$ cat config.mk
export PLATFORM = sky130hd
export DESIGN_NAME = tlul_gpio
export DESIGN_NICKNAME = d
export VERILOG_FILES = /design/src/rtl/gpio_reg_pkg.sv /design/src/rtl/tlul_pkg.sv /design/src/rtl/gpio_sync.sv /design/src/rtl/tlul_gpio.sv
export SDC_FILE = /design/constraint.sdc
export NUM_CORES = 1
export LEC_CHECK = 0
export BUFFER_PORTS_ARGS = -buffer_cell sky130_fd_sc_hd__buf_2
export CORE_ASPECT_RATIO = 0.5
export CORE_MARGIN = 5
export CORE_UTILIZATION = 43
export CTS_BUF_LIST = sky130_fd_sc_hd__clkbuf_16
export DETAILED_ROUTE_END_ITERATION = 12
export GPL_TIMING_DRIVEN = 0
export PLACE_DENSITY = 0.64
export RECOVER_POWER = 100
export SLEW_MARGIN = 25
export SYNTH_ARGS = -nofsm -noshare
export SYNTH_HDL_FRONTEND = slang
export SYNTH_SLANG_ARGS = --single-unit
$ cat constraint.sdc
create_clock -name clk_i -period 2 [get_ports clk_i]
set_input_delay 0.4 -clock clk_i [delete_from_list [all_inputs] [get_ports clk_i]]
set_output_delay 0.4 -clock clk_i [all_outputs]
set_load 0.05 [all_outputs]
$ cat src/rtl/gpio_reg_pkg.sv
// GPIO register map: word offsets within the 32-byte window and register width.
package gpio_reg_pkg;

  localparam int GpioRegW  = 32;
  localparam int GpioAddrW = 5;

  localparam logic [GpioAddrW-1:0] GPIO_DATA_IN     = 5'h00;
  localparam logic [GpioAddrW-1:0] GPIO_DATA_OUT    = 5'h04;
  localparam logic [GpioAddrW-1:0] GPIO_DATA_OE     = 5'h08;
  localparam logic [GpioAddrW-1:0] GPIO_INTR_STATE  = 5'h0C;
  localparam logic [GpioAddrW-1:0] GPIO_INTR_ENABLE = 5'h10;
  localparam logic [GpioAddrW-1:0] GPIO_INTR_TEST   = 5'h14;

  // Highest implemented offset; anything above decodes as an error.
  localparam logic [GpioAddrW-1:0] GPIO_LAST_OFFSET = GPIO_INTR_TEST;

endpackage

$ cat src/rtl/tlul_pkg.sv
// TL-UL channel definitions shared by hosts, crossbar and device responders.
package tlul_pkg;

  localparam int TL_AW  = 32;
  localparam int TL_DW  = 32;
  localparam int TL_AIW = 8;
  localparam int TL_DIW = 1;
  localparam int TL_SZW = 2;
  localparam int TL_DBW = TL_DW / 8;
  localparam int TL_AUW = 16;
  localparam int TL_DUW = 16;

  typedef enum logic [2:0] {
    PutFullData    = 3'h0,
    PutPartialData = 3'h1,
    ArithmeticData = 3'h2,
    LogicalData    = 3'h3,
    Get            = 3'h4,
    Intent         = 3'h5
  } tl_a_op_e;

  typedef enum logic [2:0] {
    AccessAck     = 3'h0,
    AccessAckData = 3'h1
  } tl_d_op_e;

  typedef struct packed {
    logic                a_valid;
    tl_a_op_e            a_opcode;
    logic [2:0]          a_param;
    logic [TL_SZW-1:0]   a_size;
    logic [TL_AIW-1:0]   a_source;
    logic [TL_AW-1:0]    a_address;
    logic [TL_DBW-1:0]   a_mask;
    logic [TL_DW-1:0]    a_data;
    logic [TL_AUW-1:0]   a_user;
    logic                d_ready;
  } tl_h2d_t;

  typedef struct packed {
    logic                d_valid;
    tl_d_op_e            d_opcode;
    logic [2:0]          d_param;
    logic [TL_SZW-1:0]   d_size;
    logic [TL_AIW-1:0]   d_source;
    logic [TL_DIW-1:0]   d_sink;
    logic [TL_DW-1:0]    d_data;
    logic [TL_DUW-1:0]   d_user;
    logic                d_error;
    logic                a_ready;
  } tl_d2h_t;

endpackage

$ cat src/rtl/gpio_sync.sv
// Two-flop pin synchronizer plus a history flop for rising-edge detection.
module gpio_sync #(
  parameter int Width = 32
) (
  input  logic             i_clk,
  input  logic             i_rst,
  input  logic [Width-1:0] i_d,
  output logic [Width-1:0] o_sync,
  output logic [Width-1:0] o_rise
);

  logic [Width-1:0] r_sync1;
  logic [Width-1:0] r_sync2;
  logic [Width-1:0] r_prev;

  // Shift pins through sync1 -> sync2 -> prev; all cleared on reset.
  always_ff @(posedge i_clk) begin
    if (i_rst) begin
      r_sync1 <= '0;
      r_sync2 <= '0;
      r_prev  <= '0;
    end else begin
      r_sync1 <= i_d;
      r_sync2 <= r_sync1;
      r_prev  <= r_sync2;
    end
  end

  assign o_sync = r_sync2;
  assign o_rise = r_sync2 & ~r_prev;

endmodule

$ cat src/rtl/tlul_gpio.sv
// TL-UL device responder for the GPIO block: register file, request decode,
// single-entry response register, pin synchronizer and level interrupt.
module tlul_gpio
  import tlul_pkg::*;
  import gpio_reg_pkg::*;
#(
  parameter int NumGpio = 32
) (
  input  logic               clk_i,
  input  logic               rst_i,
  input  tl_h2d_t            tl_i,
  output tl_d2h_t            tl_o,
  input  logic [NumGpio-1:0] gpio_i,
  output logic [NumGpio-1:0] gpio_o,
  output logic [NumGpio-1:0] gpio_oe_o,
  output logic               intr_o
);

  // Synchronized pins and their rising edges
  logic [NumGpio-1:0] w_data_in;
  logic [NumGpio-1:0] w_rise;

  gpio_sync #(.Width(NumGpio)) u_sync (
    .i_clk  (clk_i),
    .i_rst  (rst_i),
    .i_d    (gpio_i),
    .o_sync (w_data_in),
    .o_rise (w_rise)
  );

  // Register file
  logic [NumGpio-1:0] r_data_out;
  logic [NumGpio-1:0] r_data_oe;
  logic [NumGpio-1:0] r_intr_state;
  logic [NumGpio-1:0] r_intr_enable;
  logic               r_intr;

  // Response register
  logic               r_d_valid;
  tl_d_op_e           r_d_opcode;
  logic [TL_SZW-1:0]  r_d_size;
  logic [TL_AIW-1:0]  r_d_source;
  logic [TL_DW-1:0]   r_d_data;
  logic               r_d_error;

  // Decode
  logic                 w_a_ready;
  logic                 w_req;
  logic [GpioAddrW-1:0] w_offset;
  logic                 w_is_get;
  logic                 w_is_put;
  logic                 w_err;
  logic                 w_we;
  logic                 w_we_out;
  logic                 w_we_oe;
  logic                 w_we_state;
  logic                 w_we_enable;
  logic                 w_we_test;
  logic [GpioRegW-1:0]  w_bitmask;
  logic [NumGpio-1:0]   w_wmask;
  logic [NumGpio-1:0]   w_wdata;
  logic [GpioRegW-1:0]  w_rdata;

  logic [NumGpio-1:0]   w_data_out_next;
  logic [NumGpio-1:0]   w_data_oe_next;
  logic [NumGpio-1:0]   w_intr_enable_next;
  logic [NumGpio-1:0]   w_intr_state_next;

  // Fields the register block has no use for; address bits above the window
  // are routed by the crossbar.
  logic w_unused;
  assign w_unused = ^{tl_i.a_param, tl_i.a_user, tl_i.a_address[TL_AW-1:GpioAddrW]};

  assign w_a_ready = ~r_d_valid | tl_i.d_ready;
  assign w_req     = tl_i.a_valid & w_a_ready;
  assign w_offset  = tl_i.a_address[GpioAddrW-1:0];
  assign w_is_get  = (tl_i.a_opcode == Get);
  assign w_is_put  = (tl_i.a_opcode == PutFullData) | (tl_i.a_opcode == PutPartialData);

  // Unknown offset, misaligned word, unsupported opcode, or write to the RO input.
  assign w_err = (w_offset > GPIO_LAST_OFFSET)
               | (w_offset[1:0] != 2'b00)
               | ~(w_is_get | w_is_put)
               | (w_is_put & (w_offset == GPIO_DATA_IN));

  assign w_we        = w_req & w_is_put & ~w_err;
  assign w_we_out    = w_we & (w_offset == GPIO_DATA_OUT);
  assign w_we_oe     = w_we & (w_offset == GPIO_DATA_OE);
  assign w_we_state  = w_we & (w_offset == GPIO_INTR_STATE);
  assign w_we_enable = w_we & (w_offset == GPIO_INTR_ENABLE);
  assign w_we_test   = w_we & (w_offset == GPIO_INTR_TEST);

  // Byte enables expanded to bit enables; PutFull and PutPartial both honour them.
  for (genvar gi = 0; gi < TL_DBW; gi++) begin : g_mask
    assign w_bitmask[gi*8 +: 8] = {8{tl_i.a_mask[gi]}};
  end

  assign w_wmask = w_bitmask[NumGpio-1:0];
  assign w_wdata = tl_i.a_data[NumGpio-1:0] & w_wmask;

  assign w_data_out_next    = w_we_out    ? ((r_data_out    & ~w_wmask) | w_wdata) : r_data_out;
  assign w_data_oe_next     = w_we_oe     ? ((r_data_oe     & ~w_wmask) | w_wdata) : r_data_oe;
  assign w_intr_enable_next = w_we_enable ? ((r_intr_enable & ~w_wmask) | w_wdata) : r_intr_enable;

  // Per-bit interrupt state: a hardware edge or a test write outranks a W1C clear.
  for (genvar gi = 0; gi < NumGpio; gi++) begin : g_intr
    assign w_intr_state_next[gi] = w_rise[gi]
                                 | (w_we_test & w_wdata[gi])
                                 | (r_intr_state[gi] & ~(w_we_state & w_wdata[gi]));
  end

  // Read mux; unimplemented bits and the write-only test register return 0.
  always_comb begin
    w_rdata = '0;
    case (w_offset)
      GPIO_DATA_IN:     w_rdata = GpioRegW'(w_data_in);
      GPIO_DATA_OUT:    w_rdata = GpioRegW'(r_data_out);
      GPIO_DATA_OE:     w_rdata = GpioRegW'(r_data_oe);
      GPIO_INTR_STATE:  w_rdata = GpioRegW'(r_intr_state);
      GPIO_INTR_ENABLE: w_rdata = GpioRegW'(r_intr_enable);
      default:          w_rdata = '0;
    endcase
  end

  // Register file update and registered interrupt level.
  always_ff @(posedge clk_i) begin
    if (rst_i) begin
      r_data_out    <= '0;
      r_data_oe     <= '0;
      r_intr_state  <= '0;
      r_intr_enable <= '0;
      r_intr        <= 1'b0;
    end else begin
      r_data_out    <= w_data_out_next;
      r_data_oe     <= w_data_oe_next;
      r_intr_state  <= w_intr_state_next;
      r_intr_enable <= w_intr_enable_next;
      r_intr        <= |(r_intr_state & r_intr_enable);
    end
  end

  // Response register: capture on acceptance, hold while the host stalls.
  always_ff @(posedge clk_i) begin
    if (rst_i) begin
      r_d_valid  <= 1'b0;
      r_d_opcode <= AccessAck;
      r_d_size   <= '0;
      r_d_source <= '0;
      r_d_data   <= '0;
      r_d_error  <= 1'b0;
    end else if (w_req) begin
      r_d_valid  <= 1'b1;
      r_d_opcode <= w_is_get ? AccessAckData : AccessAck;
      r_d_size   <= tl_i.a_size;
      r_d_source <= tl_i.a_source;
      r_d_data   <= (w_is_get & ~w_err) ? w_rdata : '0;
      r_d_error  <= w_err;
    end else if (tl_i.d_ready) begin
      r_d_valid  <= 1'b0;
    end
  end

  // Drive the D channel; unused response fields are tied to zero.
  always_comb begin
    tl_o          = '0;
    tl_o.d_valid  = r_d_valid;
    tl_o.d_opcode = r_d_opcode;
    tl_o.d_size   = r_d_size;
    tl_o.d_source = r_d_source;
    tl_o.d_data   = r_d_data;
    tl_o.d_error  = r_d_error;
    tl_o.a_ready  = w_a_ready;
  end

  assign gpio_o    = r_data_out;
  assign gpio_oe_o = r_data_oe;
  assign intr_o    = r_intr;

endmodule

# Word level (Yosys, flattened, before mapping)

Index checks and enable logic that the tools add are counted.

Memories: 0
Bits in latches: 0
Input bits: 136
Output and inout bits: 133
ROM bits: 0
Bits in registers: 272
RAM bits: 0

Bitwise gates (word level): 222
Divide/modulo/power cells: 0
Shifts and indexed selects: 0
Reductions and logical operators: 5
Mux-type cells: 5
$mul: 0
Magnitude comparators: 1
Equal/unequal tests: 7
Add/sub/neg operators: 0

Operators by type and width:

| cell               | number |
|---|---|
| $and 32x32->32     | 6 |
| $pmux 32 s5        | 1 |
| $and 1x1->1        | 106 |
| $or 32x32->32      | 3 |
| $or 1x1->1         | 70 |
| $not 32->32        | 2 |
| $not 1->1          | 35 |
| $mux 32            | 1 |
| $reduce_or 32->1   | 1 |
| $eq 5x4->1 const B | 2 |
| $eq 5x5->1 const B | 2 |
| $eq 5x3->1 const B | 1 |
| $gt 5x5->1 const B | 1 |
| $logic_not 5->1    | 1 |
| $reduce_bool 2->1  | 2 |
| $eq 3x1->1 const B | 1 |
| $eq 3x3->1 const B | 1 |
| $logic_not 3->1    | 1 |
| $mux 1             | 3 |

# Longest topological paths before layout

Depth in word-level cells: 13
Depth in mapped cells: 7
Gate-level depth less buffers: 5

# By module

From an unflattened synthesis, not the netlist that was laid out.

Cells, all modules: 1279
Area, all modules: 12279.3 µm²

Modules (own cells, without submodules):

| module    | area an instance (µm²) | cells each | sequential area each (µm²) | instances |
|---|---|---|---|---|
| tlul_gpio | 9479.1                 | 1045       | 3483.3                     | 1 |
| gpio_sync | 2800.2                 | 234        | 1921.8                     | 1 |

# Least setup slack after synthesis

No wires, ideal clock.

Path type: in2reg
From: in tl_i[0] (netlist name)
To: reg r_intr_state[25]
Data required time: 1878 ps
Library setup time: 122 ps
Cell stages on the path: 7
Arrival time: 1584 ps
Path buffers: 2
Path slack: 294 ps
Path through: and2b_4 > inv_2 > and4_1 > buf_2 > buf_2 > a41oi_1 > a311o_1

Longest elaborated chain between the ends: 9
Elaborated cells on any way between the ends: 12

RTL lines:

| item                       | line             | text |
|---|---|---|
| start: declaration         | tlul_gpio.sv:11  | `input tl_h2d_t tl_i,` |
| $or 1x1->1 *               | tlul_gpio.sv:74  | `assign w_a_ready = ~r_d_valid \| tl_i.d_ready;` |
| via w_a_ready              | tlul_gpio.sv:47  | `logic w_a_ready;` |
| $and 1x1->1 *              | tlul_gpio.sv:75  | `assign w_req = tl_i.a_valid & w_a_ready;` |
| $and 1x1->1 * (2 in a row) | tlul_gpio.sv:86  | `assign w_we = w_req & w_is_put & ~w_err;` |
| $and 1x1->1                | tlul_gpio.sv:89  | `assign w_we_state = w_we & (w_offset == GPIO_INTR_STATE);` |
| $and 1x1->1                | tlul_gpio.sv:109 | `\| (r_intr_state[gi] & ~(w_we_state & w_wdata[gi]));` |
| $not 1->1                  | tlul_gpio.sv:109 |  |
| $and 1x1->1                | tlul_gpio.sv:109 |  |
| $or 1x1->1 *               | tlul_gpio.sv:109 |  |
| end signal: assignment     | tlul_gpio.sv:136 | `r_intr_state <= w_intr_state_next;` |
| end: declaration           | tlul_gpio.sv:34  | `logic [NumGpio-1:0] r_intr_state;` |

The timed path passes the listed nets; every way through them passes the cells marked *.
A chain may end at the register's enable or synchronous reset.

# Final worst setup path

From: reg r_d_valid
To: out tl_o[0] (netlist name)

Longest elaborated chain between the ends: 2

RTL lines:

| item                     | line             | text |
|---|---|---|
| start: declaration       | tlul_gpio.sv:39  | `logic r_d_valid;` |
| start signal: assignment | tlul_gpio.sv:145 | `r_d_valid <= 1'b0;` |
| start signal: assignment | tlul_gpio.sv:152 | `r_d_valid <= 1'b1;` |
| start signal: assignment | tlul_gpio.sv:159 | `r_d_valid <= 1'b0;` |
| $not 1->1                | tlul_gpio.sv:74  |  |
| $or 1x1->1               | tlul_gpio.sv:74  |  |
| end: declaration         | tlul_gpio.sv:12  | `output tl_d2h_t tl_o,` |

No other way between the ends.

==> results by group <==
Run status
  • Status: complete, no violations

Power and ir drop
  • Flop pwr share: 0.497
  • Peak supply drop: 0.488 mV
  • Gate power share: 0.089
  • Design Power: 11.3 mW
  • Pwr Density: 841 nW/µm²
  • Switching pwr: 2.92 mW
  • Internal power: 8.35 mW
  • Sw Share: 0.259
  • Static leakage: 4.88 nW
  • Share of power burned in the clock network: 0.414

Global route
  • Grt total ovfl: 0
  • Tot GR Track Use: 0.272
  • Vias in the first global route: 10100
  • Antenna violations before repair: 2
  • First-pass GRT wire length: 61.8 mm
  • Largest net degree at the start of global routing: 20

Floorplanning
  • Row cnt: 41
  • Die Y-Extent: 124 µm
  • Die width: 238 µm
  • Die ar.: 29600 µm²
  • Top-level I/O count: 269
  • CORE AREA: 25400 µm²
  • Initial Util: 0.440

Routing
  • Post-route ant nets: 0
  • Final wirelength: 42.0 mm
  • DRC viols: 0
  • Vias: 10700
  • Detailed Route Iter0 Violations: 1155
  • Wire per inst: 23.3 µm
  • WL met2: 18.0 mm
  • Top sig layer: met4
  • Drt pass-1 iters: 7
  • Met1 WL: 18.4 mm
  • Vias/cell: 5.91
  • Met3 Wirelength: 4.37 mm

Clock tree
  • CTS buffer count: 25
  • Worst-skew pair later-pin latency: 0.54 ns
  • CTS max path bufs: 3
  • Clk root buf: clkbuf_16
  • TritonCTS clock tree: yes
  • H-tree depth: 1
  • CTS clk-pin slew, worst paths: 0.07 ns
  • Clock Sinks: 270

Place
  • Placer congestion estimate: 0.956
  • Placed Area: 12700 µm²
  • HPWL Detailed: 31.2 mm
  • Port bufs: 194
  • Inst Count DP: 1749

Critical path
  • Crit path launch type: register
  • Reg2reg end: r_intr_state[7]$_SDFF_PP0_
  • Slowest CP cell: dfxtp_1
  • WP data arrival: 1.54 ns
  • Worst Path Required: 1.60 ns
  • Setup Crit Path Kind: register to primary output
  • R2R Setup Slk: 0.10 ns
  • Worst Path Max Fanout: 10
  • CP Cell Sequence: and2b_4, inv_2, buf_4, clkbuf_2
  • Reg2Reg Depth: 7
  • Worst path top cell family by delay: buffers and inverters
  • Worst r2r src: r_d_valid$_SDFFE_PP0P_
  • Crit-path max cell delay: 0.31 ns
  • CP bufs+invs: 3
  • Setup crit end kind: primary output

Timing
  • Final setup viols: 0
  • Worst Tran Pin Value: 0.812 ns
  • Final period util: 0.972
  • RSZ-0062 raised after global routing: false
  • Final hold vios: 0
  • Max Freq: 515 MHz
  • Crit path time final: 1.94 ns
  • Relative slew slack: 0.459
  • Final TNS setup: 0 ns
  • Fin. max-slew vios: 0
  • Clk_skew: 0.0212 ns

Logic synthesis
  • Share of the synthesized area in the top cell type: 0.483
  • Synthesis warning total: 0
  • FFs w/ async S/R, synth: 0
  • Post-synth EDFFs: 0
  • Sequential-to-total area share from yosys stat: 0.483
  • Post-synthesis cell type count: 43
  • Netlist Area Pre-Place: 11200 µm²
  • Mean area per synthesized cell: 9.41 µm²
  • Largest area contributor in the netlist: dfxtp_1
  • Mapped Cells: 1190
  • Synth Flop Type: dfxtp_1
  • Synth area leaders: dfxtp_1 48%, nor2b_1 7.2%, a21oi_1 6.0%, mux2i_1 4.8%, o21ai_0 3.0%
  • Yosys reg bits: 270

Layout
  • Most frequent cells in the layout: 270 x dfxtp_1, 169 x clkbuf_1, 135 x a21oi_1
  • Commonest non-fill, non-tap cell in the layout: dfxtp_1
  • Layout cells sized above 1: 0.147
  • Total Nets Final: 1576
  • Final non-filler cell total: 1805
  • Core Util, Final: 0.527
  • Synthesis-to-finish area growth: 19.7%
  • Design area: 13400 µm²

Run
  • Max_cap viols: 0

Hold path
  • Hold Startpoint: gpio_i[22]
  • Worst hold stages: 2
  • Hold Crit Class: input pin to register
  • WHS Endpoint: u_sync.r_sync1[22]$_SDFF_PP0_
==> layout make-up <==
class                   count  area, µm²
clock inverters            20        146
clock buffers              25        626
multi-input cells         803       5190
fillers                  2431      12000
plain buffers             130        673
well taps                 344        430
repair buffers            203        900
diodes                      3       7.51
inverters                   7       26.3
flip-flops and latches    270       5410
==> timing repair <==
action                                  4_1_cts  5_1_grt
gates cloned                                  0        0
hold buffers                                  0        0
resized for setup                             7        4
endpoints found under the setup margin       87       39
endpoints found under the hold margin         0        0
setup buffers                                 6        3
pin swaps                                     1        2
==> stage by stage <==
stage	setup WS, ns	hold slack, ns
detailed placement	-0.600	0.423
global placement	-0.771	0.421
global route	0.00735	0.0719
floorplan	0.294	0.414
finish	0.0569	0.0628
CTS	0.0432	0.0552
==> power by group through the flow <==
| stage | clock network (mW) | logic, mW | registers (mW) |
|---|---|---|---|
| 2_1_floorplan | 0 | 0.589 | 5.72 |
| 3_3_place_gp | 0 | 0.967 | 5.71 |
| 3_5_place_dp | 0 | 0.981 | 5.71 |
| 4_1_cts | 4.69 | 0.988 | 5.59 |
| 5_1_grt | 4.95 | 1.06 | 5.60 |
| 6_report | 4.67 | 1.00 | 5.60 |
==> worst max path at each step <==
stage | cells past startpoint | to | startpoint | slack [ns]
6_report | 4 | tl_o[0] | r_d_valid$_SDFFE_PP0P_ | 0.06
5_1_grt | 4 | tl_o[0] | r_d_valid$_SDFFE_PP0P_ | 0.007
4_1_cts | 6 | register | tl_i[57] | 0.04
3_5_place_dp | 5 | register | rst_i | -0.60
3_3_place_gp | 5 | r_d_data[19]$_SDFFE_PP0P_ | rst_i | -0.77
2_1_floorplan | 7 | r_intr_state[25]$_SDFF_PP0_ | tl_i[0] | 0.29
==> cells in the mapped netlist, types with 33 or more instances <==
cell      instances
clkbuf_1         62
nor2b_1         129
mux2i_1          54
nand4_1          46
nand3_1          66
nand2_1          33
buf_2            36
o21ai_0          67
a21oi_1         135
dfxtp_1         270
==> metal layers <==
layer  vias to the layer above  GRT usage
li1                       4850          -
met1                      5151      0.389
met2                       583      0.416
met3                        88     0.0626
met4                         0     0.0752
met5                         -          0
==> cells by family after synthesis <==
logic type,after synthesis,synth area share
and+or+nand+nor,338,0.182
buffers and inverters,138,0.0623
other,1,0.000335
DFF,270,0.483
AOI/OAI and AO/OA,384,0.219
muxes,59,0.0533
(Power assumes the default switching activity.)
